<file path="config.mk">
export PLATFORM = sky130hd
export DESIGN_NAME = voice_allocator
export DESIGN_NICKNAME = d
export VERILOG_FILES = /design/src/rtl/voice_allocator.sv
export SDC_FILE = /design/constraint.sdc
export NUM_CORES = 1
export LEC_CHECK = 0
export CORE_ASPECT_RATIO = 1.25
export CORE_UTILIZATION = 30
export CTS_BUF_LIST = sky130_fd_sc_hd__clkbuf_2 sky130_fd_sc_hd__clkbuf_4 sky130_fd_sc_hd__clkbuf_8
export DETAILED_ROUTE_END_ITERATION = 10
export GPL_TIMING_DRIVEN = 1
export MAX_ROUTING_LAYER = met4
export RECOVER_POWER = 100
export SLEW_MARGIN = 25
export SYNTH_ARGS = -nofsm -noshare
export SYNTH_HDL_FRONTEND = slang
export SYNTH_SLANG_ARGS = --single-unit
</file>
<file path="constraint.sdc">
create_clock -name clk_in -period 15.21 [get_ports clk_in]
set_input_delay 3.042 -clock clk_in [delete_from_list [all_inputs] [get_ports clk_in]]
set_output_delay 3.042 -clock clk_in [all_outputs]
set_load 0.005 [all_outputs]
</file>
<file path="src/rtl/voice_allocator.sv">
// voice_allocator: polyphony scheduler between the note decoder gates and the
// per-slot sine/ADSR datapath. Gate edges are registered, note-ons are queued in
// a pending mask and served one per cycle (lowest note first) onto playback
// slots, each running a FREE -> HOLD -> RELEASE -> FREE state machine.
// Optional feature macro: VOICE_STEAL_EN -- when defined, a note-on that finds
// no FREE or RELEASE slot steals the oldest HOLD slot; when undefined such a
// note-on is discarded and drop_out pulses.
module voice_allocator #(
    parameter int NUM_NOTES       = 8,
    parameter int NUM_VOICES      = 4,
    parameter int NOTE_W          = $clog2(NUM_NOTES),
    parameter int AGE_W           = 16,
    parameter int RELEASE_TIMEOUT = 5_000_000
) (
    input  logic                               clk_in,
    input  logic                               rst_in,
    input  logic [NUM_NOTES-1:0]               gate_in,
    input  logic [NUM_VOICES-1:0]              adsr_idle_in,
    output logic [NUM_VOICES*NOTE_W-1:0]       voice_note_out,
    output logic [NUM_VOICES-1:0]              voice_active_out,
    output logic [NUM_VOICES-1:0]              voice_hold_out,
    output logic [NUM_VOICES-1:0]              voice_start_out,
    output logic [$clog2(NUM_VOICES+1)-1:0]    num_voices_out,
    output logic                               steal_out,
    output logic                               drop_out
);

    localparam int SLOT_W = (NUM_VOICES > 1) ? $clog2(NUM_VOICES) : 1;
    localparam int CNT_W  = $clog2(RELEASE_TIMEOUT + 1);
    localparam int NV_W   = $clog2(NUM_VOICES + 1);
    localparam logic [AGE_W-1:0] AGE_MAX  = '1;
    localparam logic [CNT_W-1:0] REL_LAST = CNT_W'(RELEASE_TIMEOUT - 1);
    // Cycles during which a freshly started ADSR's idle flag is still stale.
    localparam logic [1:0] HOLDOFF = 2'd2;

    typedef enum logic [1:0] {
        SLOT_FREE    = 2'd0,
        SLOT_HOLD    = 2'd1,
        SLOT_RELEASE = 2'd2
    } slot_state_e;

    slot_state_e        state_q   [NUM_VOICES];
    logic [NOTE_W-1:0]  note_q    [NUM_VOICES];
    logic [AGE_W-1:0]   age_q     [NUM_VOICES];
    logic [CNT_W-1:0]   rel_cnt_q [NUM_VOICES];
    logic [1:0]         holdoff_q [NUM_VOICES];

    logic [NUM_NOTES-1:0]  gate_q;
    logic [NUM_NOTES-1:0]  pending_q;
    logic [NUM_NOTES-1:0]  pending_d;
    logic [NUM_VOICES-1:0] start_q;

    logic [NUM_NOTES-1:0]  rise;
    logic [NUM_NOTES-1:0]  fall;

    logic                  serve_vld;
    logic [NOTE_W-1:0]     serve_note;

    logic                  own_vld;
    logic [SLOT_W-1:0]     own_idx;
    logic                  free_vld;
    logic [SLOT_W-1:0]     free_idx;
    logic                  rel_vld;
    logic [SLOT_W-1:0]     rel_idx;
    logic [AGE_W-1:0]      rel_age;

    logic                  alloc_vld;
    logic [SLOT_W-1:0]     alloc_idx;

`ifdef VOICE_STEAL_EN
    logic                  hold_vld;
    logic [SLOT_W-1:0]     hold_idx;
    logic [AGE_W-1:0]      hold_age;
    logic                  alloc_steal;
    logic                  steal_q;
`else
    logic                  alloc_drop;
    logic                  drop_q;
`endif

    // Gate edges are taken against the registered previous level.
    assign rise = gate_in & ~gate_q;
    assign fall = ~gate_in & gate_q;

    // Pick the lowest pending note-on that is not being released this same cycle.
    always_comb begin
        // NOTE: every variable gets a default before any branch, so no latch can be inferred.
        serve_vld  = 1'b0;
        serve_note = '0;
        for (int p = NUM_NOTES - 1; p >= 0; p--) begin
            if (pending_q[p] && !fall[p]) begin
                serve_vld  = 1'b1;
                serve_note = NOTE_W'(p);
            end
        end
    end

    // Candidate slots: owner of the note, lowest FREE, oldest RELEASE (and oldest HOLD).
    always_comb begin
        own_vld  = 1'b0;
        own_idx  = '0;
        free_vld = 1'b0;
        free_idx = '0;
        rel_vld  = 1'b0;
        rel_idx  = '0;
        rel_age  = '0;
`ifdef VOICE_STEAL_EN
        hold_vld = 1'b0;
        hold_idx = '0;
        hold_age = '0;
`endif
        for (int i = 0; i < NUM_VOICES; i++) begin
            if (state_q[i] != SLOT_FREE && note_q[i] == serve_note && !own_vld) begin
                own_vld = 1'b1;
                own_idx = SLOT_W'(i);
            end
            if (state_q[i] == SLOT_FREE && !free_vld) begin
                free_vld = 1'b1;
                free_idx = SLOT_W'(i);
            end
            // Strict comparison keeps the lowest index on equal ages.
            if (state_q[i] == SLOT_RELEASE && (!rel_vld || age_q[i] > rel_age)) begin
                rel_vld = 1'b1;
                rel_idx = SLOT_W'(i);
                rel_age = age_q[i];
            end
`ifdef VOICE_STEAL_EN
            if (state_q[i] == SLOT_HOLD && (!hold_vld || age_q[i] > hold_age)) begin
                hold_vld = 1'b1;
                hold_idx = SLOT_W'(i);
                hold_age = age_q[i];
            end
`endif
        end
    end

    // Resolve the slot for the served note by priority, or mark it stolen/dropped.
    always_comb begin
        alloc_vld = 1'b0;
        alloc_idx = '0;
`ifdef VOICE_STEAL_EN
        alloc_steal = 1'b0;
`else
        alloc_drop  = 1'b0;
`endif
        if (serve_vld) begin
            if (own_vld) begin
                alloc_vld = 1'b1;
                alloc_idx = own_idx;
            end else if (free_vld) begin
                alloc_vld = 1'b1;
                alloc_idx = free_idx;
            end else if (rel_vld) begin
                alloc_vld = 1'b1;
                alloc_idx = rel_idx;
            end else begin
`ifdef VOICE_STEAL_EN
                alloc_vld   = hold_vld;
                alloc_idx   = hold_idx;
                alloc_steal = hold_vld;
`else
                alloc_drop  = 1'b1;
`endif
            end
        end
    end

    // Served note leaves the queue whether allocated or dropped; note-off cancels a queued note.
    always_comb begin
        pending_d = pending_q;
        if (serve_vld) begin
            pending_d[serve_note] = 1'b0;
        end
        pending_d = (pending_d | rise) & ~fall;
    end

    // Slot state machines, ages, release timers and registered pulse outputs.
    always_ff @(posedge clk_in or negedge rst_in) begin
        if (!rst_in) begin
            // NOTE: the per-slot arrays are a handful of flops, not RAM, so they are reset like any register.
            gate_q    <= '0;
            pending_q <= '0;
            start_q   <= '0;
`ifdef VOICE_STEAL_EN
            steal_q   <= 1'b0;
`else
            drop_q    <= 1'b0;
`endif
            for (int i = 0; i < NUM_VOICES; i++) begin
                state_q[i]   <= SLOT_FREE;
                note_q[i]    <= '0;
                age_q[i]     <= '0;
                rel_cnt_q[i] <= '0;
                holdoff_q[i] <= '0;
            end
        end else begin
            // NOTE: non-blocking assignments; the later allocation write overrides the
            // earlier state-progress write for the same slot, so allocation wins.
            gate_q    <= gate_in;
            pending_q <= pending_d;
            start_q   <= '0;
`ifdef VOICE_STEAL_EN
            steal_q   <= alloc_steal;
`else
            drop_q    <= alloc_drop;
`endif
            for (int i = 0; i < NUM_VOICES; i++) begin
                if (holdoff_q[i] != 2'd0) begin
                    holdoff_q[i] <= holdoff_q[i] - 2'd1;
                end
                if (state_q[i] != SLOT_FREE && age_q[i] != AGE_MAX) begin
                    age_q[i] <= age_q[i] + AGE_W'(1);
                end
                case (state_q[i])
                    SLOT_HOLD: begin
                        if (fall[note_q[i]]) begin
                            state_q[i]   <= SLOT_RELEASE;
                            rel_cnt_q[i] <= '0;
                        end
                    end
                    SLOT_RELEASE: begin
                        if ((adsr_idle_in[i] && holdoff_q[i] == 2'd0) || rel_cnt_q[i] == REL_LAST) begin
                            state_q[i] <= SLOT_FREE;
                        end else begin
                            rel_cnt_q[i] <= rel_cnt_q[i] + CNT_W'(1);
                        end
                    end
                    default: ;
                endcase
                if (alloc_vld && alloc_idx == SLOT_W'(i)) begin
                    state_q[i]   <= SLOT_HOLD;
                    note_q[i]    <= serve_note;
                    age_q[i]     <= '0;
                    holdoff_q[i] <= HOLDOFF;
                    start_q[i]   <= 1'b1;
                end
            end
        end
    end

    // Output decode straight from the registered slot state.
    always_comb begin
        voice_note_out   = '0;
        voice_active_out = '0;
        voice_hold_out   = '0;
        num_voices_out   = '0;
        for (int i = 0; i < NUM_VOICES; i++) begin
            voice_note_out[i*NOTE_W +: NOTE_W] = note_q[i];
            voice_active_out[i] = (state_q[i] != SLOT_FREE);
            voice_hold_out[i]   = (state_q[i] == SLOT_HOLD);
            if (state_q[i] != SLOT_FREE) begin
                num_voices_out = num_voices_out + NV_W'(1);
            end
        end
    end

    assign voice_start_out = start_q;
`ifdef VOICE_STEAL_EN
    assign steal_out = steal_q;
    assign drop_out  = 1'b0;
`else
    assign steal_out = 1'b0;
    assign drop_out  = drop_q;
`endif

endmodule

</file>
After elaboration in Yosys (flattened, before gate mapping)
Cells that the tools add are included.
{"block": "word_totals", "register_bits": 205, "inputBits": 14, "out_inout_bits": 29}
{"block": "classes", "n_addsub": 15, "n_lt_le_gt_ge": 9, "n_eq_ne": 39, "muxes": 115, "bitwise_logic": 9, "n_reduce_logical": 99}
{"op": "$mux W23", "n": 8}
{"op": "$pmux W23 S2", "n": 4}
{"op": "$mux W16", "n": 11}
{"op": "$add A23 B1 Y23 const B", "n": 4}
{"op": "$eq A23 B23 Y1 const B", "n": 4}
{"op": "$add A16 B1 Y16 const B", "n": 4}
{"op": "$ne A16 B16 Y1 const B", "n": 4}
{"op": "$mux W2", "n": 30}
{"op": "$gt A16 B16 Y1", "n": 3}
{"op": "$mux W1", "n": 41}
{"op": "$reduce_bool A2 Y1", "n": 20}
{"op": "$logic_and A1 B1 Y1", "n": 34}
{"op": "$mux W3", "n": 11}
{"op": "$and A8 B8 Y8", "n": 4}
{"op": "$not A8 Y8", "n": 4}
{"op": "$ne A3 B1 Y1 const B", "n": 8}
{"op": "$reduce_and A3 Y1", "n": 8}
{"op": "$lt A3 B4 Y1 const B", "n": 5}
{"op": "$logic_not A2 Y1", "n": 9}
{"op": "$logic_not A1 Y1", "n": 17}
{"op": "$pmux W2 S2", "n": 4}
{"op": "$bmux W1 S3", "n": 4}
{"op": "$eq A2 B2 Y1 const B", "n": 6}
{"op": "$eq A3 B3 Y1", "n": 4}
{"op": "11 further kinds", "n": 35}

Depth between registers and ports, before layout
Gate-level depths: netlist of run 1.
{"block": "logic_depth", "word_depth": 30, "mapped_depth": 36, "depth_no_buf": 29}

Worst setup path before layout of run 1
Ideal clock, no wire load.
{"block": "synth_timing", "kind": "reg2reg", "startpoint": "register state_q[6] (netlist bit)", "endpoint": "register note_q, in the netlist voice_note_out[6]", "arrival_time_ns": 7.620, "required_ns": 15.082, "setup_slack_ns": 7.462, "path_stages_with_launch": 34, "synth_period_minus_slack_ns": 7.748, "cell_sequence": "dfrtp_1 -> inv_1 -> ha_1 -> clkbuf_1 -> clkbuf_1 -> nand2_1 -> ha_1 -> nand4_1 -> nor3_1 -> a21boi_0 -> or4_1 -> and3_1 -> clkbuf_1 -> clkbuf_1 -> nor2_1 -> a21oi_1 -> ha_1 -> nand4_1 -> nor4_2 -> nand2_1 -> a221oi_2 -> clkbuf_1 -> mux2_2 -> ha_1 -> nand4_1 -> nor4_1 -> a21boi_0 -> o31a_1 -> o21ai_0 -> o21a_1 -> a221o_2 -> and2_1 -> buf_4 -> mux2_1"}
{"block": "synth_via", "elab_chain_len": 20, "elab_cells_between_ends": 62, "cone_classes": "3 x order compare; 2 x eq/ne; 32 x mux; 25 x reduce/logical"}
{"element": "start, declared", "line": "42", "text": "slot_state_e state_q [NUM_VOICES];"}
{"element": "start signal, assigned by index", "line": "190", "text": "state_q[i] <= SLOT_FREE;"}
{"element": "start signal, assigned by index", "line": "217", "text": "state_q[i] <= SLOT_RELEASE;"}
{"element": "start signal, assigned by index", "line": "223", "text": "state_q[i] <= SLOT_FREE;"}
{"element": "$eq A2 B2 Y1", "line": "122", "text": "if (state_q[i] == SLOT_RELEASE && (!rel_vld || age_q[i] > rel_age)) begin"}
{"element": "$mux W16 / $mux W1 (equally long branches)", "line": "122"}
{"element": "$gt A16 B16 Y1 / $logic_not A1 Y1 (equally long branches)", "line": "122"}
{"element": "$logic_or A1 B1 Y1", "line": "122"}
{"element": "$logic_and A1 B1 Y1", "line": "122"}
{"element": "$mux W16 / $mux W1 (equally long branches)", "line": "122"}
{"element": "$gt A16 B16 Y1 / $logic_not A1 Y1 (equally long branches)", "line": "122"}
{"element": "$logic_or A1 B1 Y1", "line": "122"}
{"element": "[... 4 more ...]"}
{"element": "$logic_and A1 B1 Y1", "line": "122"}
{"element": "$mux W2 / $mux W1 (equally long branches)", "line": "122"}
{"element": "$mux W2", "line": "153", "text": "end else if (rel_vld) begin"}
{"element": "$mux W2", "line": "150", "text": "end else if (free_vld) begin"}
{"element": "$mux W2", "line": "147", "text": "if (own_vld) begin"}
{"element": "$mux W2", "line": "146", "text": "if (serve_vld) begin"}
{"element": "$eq A2 B2 Y1", "line": "230", "text": "if (alloc_vld && alloc_idx == SLOT_W'(i)) begin"}
{"element": "$logic_and A1 B1 Y1 *", "line": "230"}
{"element": "end signal, assigned by index", "line": "232", "text": "note_q[i] <= serve_note;"}
{"element": "end, declared", "line": "43", "text": "logic [NOTE_W-1:0] note_q [NUM_VOICES];"}
Every way passes the cells marked *; elsewhere a longest branch is shown, timed or not.
A chain may end at the register's enable or synchronous reset.

Final worst setup path of run 1
{"block": "layout_timing", "startpoint": "register state_q[6] (netlist bit)", "endpoint": "register note_q, in the netlist voice_note_out[11]"}
The elaborated chain is that of the path after synthesis.

==> flow_metrics.tcl, run 1 <==
set metrics [dict create \
    dp_hpwl_um 21000 \
    ys.flop_type "dfrtp_1" \
    synth_top_family_by_area "simple AND/OR/NAND/NOR gates" \
    synth.avg_cell_area_um2 9.39 \
    dieArea_um2 41900 \
    cp_common_cell "ha_1" \
    cp-end-kind "flip-flop" \
    grt_start_max_net_pins 79 \
    insertion_delay_ns 0.57 \
    clk_pin_slew_ns 0.06 \
    path_class "reg -> reg" \
    post-route-util 0.350 \
    drv_slew 283 \
    path_delay_family "simple AND/OR/NAND/NOR gates" \
    antenna_found_initial 0 \
    ys_seq_area_frac 0.416 \
    fmax_mhz 94.6 \
    dieHeight_um 229 \
    dr.pass1.iters 4 \
    hold_class "reg -> reg" \
    synth-simple-area-share 0.224 \
    synthXorXnorAreaFrac 0.103 \
    clock-sinks 205 \
    required_ns 15.66 \
    grt_pass1_vias 9831 \
    fin_crit_sh 0.695 \
    worst_pin_slew_ns 4.11 \
    drt_iter0_markers 518 \
    clock_path_buffers 3 \
    place_congestion 0.913 \
    io_pins 43 \
    rsz0062_at_grt "false" \
    start_util 0.306 \
    grt_pass1_wl_um 49200 \
    coreArea_um2 40300 \
    crit_buf_inv 2 \
    route.detailed.drc 0 \
    synthTopCellsByArea "dfrtp_1 42%, ha_1 7.8%, nor2_1 6.5%" \
    fin_nets 1463 \
    cp_slowest_stage_delay_ns 1.49 \
    syn_inst 1312 \
    leakagePower_nw 6.17 \
    tritoncts "done" \
    ys_seq_elements 205 \
    fin_skew_ns 0.0331 \
    cts_setup_buffers 0 \
    vias 9606 \
    critPathSlowestCell "nor2b_1" \
    holdBufCountCts 0 \
    routed_via_density 4.94 \
    port_buffers 41 \
    violations "max-capacitance violations, max-slew violations" \
    synth-adder-area-share 0.0782 \
    syn2layout_area_growth_pct 14.5 \
    m1WireLength_um 13100 \
    top_layer "met4" \
    setup_viol 0 \
    grt.total_usage 0.148 \
    wl_um 29200 \
    cp_max_fo 31 \
    wl_per_cell_um 15.0 \
    root_buffer "clkbuf_8" \
    cp-start-kind "flip-flop" \
    synth_fp_nets 1403 \
    cp.arrival_ns 11.02 \
    synth_top_area_cell "dfrtp_1" \
    wl_met2_um 14000 \
    cts_resized 0 \
    async_reset_ff_frac 1.00 \
    vdd_drop_max_mv 0.114 \
    yosys.cell_count.top_type "nor2_1" \
    ant_nets 0 \
    rows 82 \
    syn_area_um2 12300 \
    synth_edf_count 0 \
    layout-drive-gt1-share 0.0816 \
    max-cap-violations 6 \
    slew_headroom -1.74 \
    wl_met3_um 1000 \
    yosys-mux-area-fraction 0.0502 \
    overflow 0 \
    cts.htree.levels 2 \
    hold_viol 0 \
    yosysUniqueCellTypes 78 \
    tns_ns 0 \
    outcome "complete, but fails checks" \
    synth_top_cells_by_count "215 x nor2_1, 205 x dfrtp_1, 113 x nand2_1" \
    die-width_um 183 \
    synth_top_area_share 0.416 \
    period_needed_ns 10.58 \
    ys_warn_count 0 \
    power.density_nw_per_um2 168 \
    synth_compound_area_frac 0.0948 \
    numCtsBuffers 39 \
]
-- layout make-up --
cell class / instances / area (µm²)
Tap cell: 546 / 683
Inverter: 65 / 244
Fill cell: 4095 / 26200
Clock buffer: 57 / 734
Sequential cell: 205 / 5130
Timing Repair Buffer: 52 / 460
Multi-Input combinational cell: 1009 / 6730
Antenna cell: 1 / 2.50
Clock inverter: 9 / 129
-- logic make-up after synthesis --
logic type | Yosys count
compound gates | 172
xor+xnor | 145
fa+ha+maj | 77
mux | 48
flops | 205
buf+inv | 98
other cells | 1
simple gates | 566
-- power by group --
| part | internal, mW | switching, mW |
|---|---|---|
| sequential | 0.631 | 0.0908 |
| combinational | 0.404 | 0.647 |
| clock | 0.360 | 0.244 |
-- layer usage --
metal  vias up  global-route usage
met5         -                   -
met4         0              0.0596
met3        66              0.0277
met2       175               0.242
met1      4674               0.179
li1       4691                   -
-- per-stage QoR --
| step | instance area (µm²) | setup slack (ns) | power (mW) | instances | hold slack, ns |
|---|---|---|---|---|---|
| finish | 14100 | 4.63 | 2.38 | 1944 | 0.437 |
| global route | 14100 | 3.62 | 2.56 | 1943 | 0.479 |
| CTS | 14200 | 5.91 | 2.46 | 1942 | 0.443 |
| detailed placement | 13300 | 5.92 | 1.84 | 1876 | 0.444 |
| global placement | 13300 | 6.23 | 1.81 | 1876 | 0.425 |
| floorplan | 12300 | 7.46 | 1.50 | 1312 | 0.418 |
-- sequential cells by signal, indices dropped and copies added, names as in the netlist --
name / count
drop_out: 1
holdoff_q: 8
rel_cnt_q: 92
pending_q: 8
voice_note_out: 12
age_q: 64
state_q: 8
voice_start_out: 4
gate_q: 8
-- placed cells by master (no fill, tap or decap), drive strengths merged, types with 35 or more instances in the layout --
| cell type | count |
|---|---|
| inv | 66 |
| a21oi | 63 |
| ha | 77 |
| dfrtp | 205 |
| o21ai | 35 |
| nand3 | 51 |
| xor2 | 88 |
| xnor2 | 57 |
| clkbuf | 65 |
| dlygate4sd3 | 36 |
| nand4 | 50 |
| nor2 | 216 |
| nand2 | 113 |
-- final timing paths --
check                      slack [ns]  cells past startpoint                   start                             end
setup / recovery                 4.63                     26  state_q[6]$_DFFE_PN0P_  voice_note_out[11]$_DFFE_PN0P_
hold / removal                   0.44                      1     gate_q[0]$_DFF_PN0_          pending_q[0]$_DFF_PN0_
setup reg to reg                 4.63                     26  state_q[6]$_DFFE_PN0P_  voice_note_out[11]$_DFFE_PN0P_
hold reg to reg                  0.44                      1     gate_q[0]$_DFF_PN0_          pending_q[0]$_DFF_PN0_
max in group asynchronous        6.06                      2                  rst_in           age_q[39]$_DFFE_PN0P_
min in group asynchronous        3.85                      1                  rst_in       rel_cnt_q[26]$_DFFE_PN0P_
No activity file was read; power rests on OpenSTA's default activity.
==> run 2, diff against run 1 <==
==> constraint.sdc (replaced) <==
create_clock -name clk_in -period 10.4 [get_ports clk_in]
set_input_delay 2.08 -clock clk_in [delete_from_list [all_inputs] [get_ports clk_in]]
set_output_delay 2.08 -clock clk_in [all_outputs]
set_load 0.005 [all_outputs]
==> run 2 against run 1 <==
Against the previous run: the run still ends with max-capacitance violations, max-slew violations left; sequential share of layout area fell by 0.13 points; combinational power up 49%; via count rose by 0.20%; count of clock-buffer cells in the layout up 7; utilization is 0.13 points higher; setup slack got worse by 3.6 ns; non-clock buffer count unchanged; global-route usage shrank 0.37 points; wire length fell by 0.97%; total power rose by 47%; die area did not move; flip-flop and latch count is the same; highest routed layer unchanged.
==> flow_metrics.tcl, run 2 (synthesized netlist as in run 1, its figures left out) <==
set metrics [dict create \
    final_common_cell "nor2_1" \
    setup_viol 0 \
    overflow 0 \
    required_ns 10.83 \
    grt_pass1_vias 9577 \
    cts_setup_buffers 0 \
    slew_headroom -2.11 \
    start_util 0.306 \
    insertion_delay_ns 0.56 \
    leakagePower_nw 6.20 \
    comb_power_share 0.445 \
    post-route-util 0.351 \
    drt_iter0_markers 483 \
    grt.total_usage 0.144 \
    path_class "reg -> reg" \
    hold_class "reg -> reg" \
    holdBufCountCts 0 \
    dieArea_um2 41900 \
    drv_slew 210 \
    finalNonFillerCells 1946 \
    cp-end-kind "flip-flop" \
    timing.hold.ws_ns 0.455 \
    place_congestion 0.883 \
    wl_per_cell_um 14.8 \
    numCtsBuffers 41 \
    cp.arrival_ns 9.76 \
    rows 82 \
    total_power_mw 3.50 \
    grt_start_max_net_pins 87 \
    mostFrequentLayoutCells "215 x nor2_1, 205 x dfrtp_1, 113 x nand2_1, 88 x xor2_1, 77 x ha_1" \
    tritoncts "done" \
    p_sw_mw 1.43 \
    cp_max_fo 31 \
    vias 9625 \
    fillers 4114 \
    die-width_um 183 \
    clk_pin_slew_ns 0.05 \
    cp-start-kind "flip-flop" \
    fin_crit_sh 0.897 \
    cts.htree.levels 2 \
    design_area_um2 14200 \
    layout-drive-gt1-share 0.0864 \
    syn2layout_area_growth_pct 14.9 \
    fin_nets 1465 \
    dp_hpwl_um 20700 \
    rsz0062_at_grt "false" \
    swShare 0.410 \
    clock_path_buffers 3 \
    hold_viol 0 \
    violations "max-capacitance violations, max-slew violations" \
    max-cap-violations 3 \
    period_needed_ns 9.33 \
    dieHeight_um 229 \
    tns_ns 0 \
    post-place-cells 1876 \
    fin_skew_ns 0.0305 \
    coreArea_um2 40300 \
    pwr-share-clk 0.254 \
    multiInputGateArea_um2 6740 \
    fin_ws_ns 1.07 \
    routed_via_density 4.95 \
    regArea_um2 5130 \
    antenna_found_initial 0 \
    ant_nets 0 \
    r2r_slack_ns 1.07 \
    dpl_cell_area_um2 13300 \
    route.detailed.drc 0 \
    dr.pass1.iters 5 \
    port_buffers 41 \
    pwr-share-seq 0.301 \
    antenna_cells 0 \
    grt_pass1_wl_um 48100 \
    power.density_nw_per_um2 247 \
    worst_pin_slew_ns 4.67 \
    vdd_drop_max_mv 0.234 \
    dp_slack_ns 1.32 \
    p_int_mw 2.07 \
    outcome "complete, but fails checks" \
    clock-sinks 205 \
    cts_resized 0 \
    largest_register_ffs 92 \
    wl_um 28900 \
    io_pins 43 \
    root_buffer "clkbuf_8" \
    regMostFlops "rel_cnt_q" \
    fmax_mhz 107 \
]
## run 2: cell types whose count changed in the layout (fill, tap and decap cells not counted), sizes merged
| cell | before | now |
|---|---|---|
| clkbuf | 65 | 71 |
| buf | 4 | 5 |
| bufinv | 3 | 1 |
| diode | 1 | 0 |
| clkinvlp | 2 | 1 |
| inv | 66 | 65 |
## run 2: path summary, 6_finish.rpt
kind	startpoint	to	cells past startpoint
setup reg to reg	state_q[6]$_DFFE_PN0P_	voice_note_out[0]$_DFFE_PN0P_	27
min in group asynchronous	rst_in	age_q[41]$_DFFE_PN0P_	1
hold / removal	gate_q[0]$_DFF_PN0_	pending_q[0]$_DFF_PN0_	1
hold reg to reg	gate_q[0]$_DFF_PN0_	pending_q[0]$_DFF_PN0_	1
setup / recovery	state_q[6]$_DFFE_PN0P_	voice_note_out[0]$_DFFE_PN0P_	27
max in group asynchronous	rst_in	rel_cnt_q[6]$_DFFE_PN0P_	2
## run 2: layout make-up
cell class / count / share of cell area
clock buffer: 64 / 0.0595
clock inverter: 5 / 0.00371
inverter: 65 / 0.0172
multi-input combinational: 1009 / 0.476
sequential: 205 / 0.362
tap: 546 / 0.0482
timing repair buffer: 52 / 0.0333
## run 2: worst max-delay path, cell delays in order (launching register included)
cell and delay (ns):
dfrtp_1 0.39, inv_1 0.08, ha_1 0.69, nand2_1 0.17, ha_1 0.37, nand4_1 0.15
nor3_1 0.25, a21boi_0 0.20, or4_1 0.15, and3_1 0.79, a21oi_1 0.22, ha_1 0.37
nand4_1 0.16, nor4_1 0.43, nand2_1 0.10, a221oi_1 0.74, buf_4 0.35, mux2_2 0.36
ha_1 0.29, a211oi_1 0.26, nor2_1 0.08, or4_1 0.39, o31a_1 0.26, o21ai_0 0.08
o21a_1 0.16, a221o_1 0.31, nor3b_1 0.96, mux2_2 0.42
## run 2: power by group through the flow
stage | combinational (mW) | sequential [mW] | clock [mW]
after floorplan | 1.16 | 1.03 | 0
after global placement | 1.58 | 1.07 | 0
after detailed placement | 1.61 | 1.07 | 0
after CTS | 1.62 | 1.06 | 0.924
after global routing | 1.74 | 1.07 | 0.956
final | 1.56 | 1.05 | 0.889
## run 2: layer usage
layer,GRT usage,vias up,wire (µm)
li1,-,4710,-
met1,0.178,4676,13000
met2,0.238,193,14000
met3,0.0233,46,1180
met4,0.0500,0,671
met5,-,-,0
==> run 3, diff against run 2 <==
--- a/config.mk
+++ b/config.mk
@@ -9,6 +9,7 @@
 export CORE_UTILIZATION = 30
 export CTS_BUF_LIST = sky130_fd_sc_hd__clkbuf_2 sky130_fd_sc_hd__clkbuf_4 sky130_fd_sc_hd__clkbuf_8
 export DETAILED_ROUTE_END_ITERATION = 10
+export GPL_ROUTABILITY_DRIVEN = 0
 export GPL_TIMING_DRIVEN = 1
 export MAX_ROUTING_LAYER = met4
 export RECOVER_POWER = 100
==> results of run 3 <==
Final layout, timing and power as in run 2 (identical DEF).
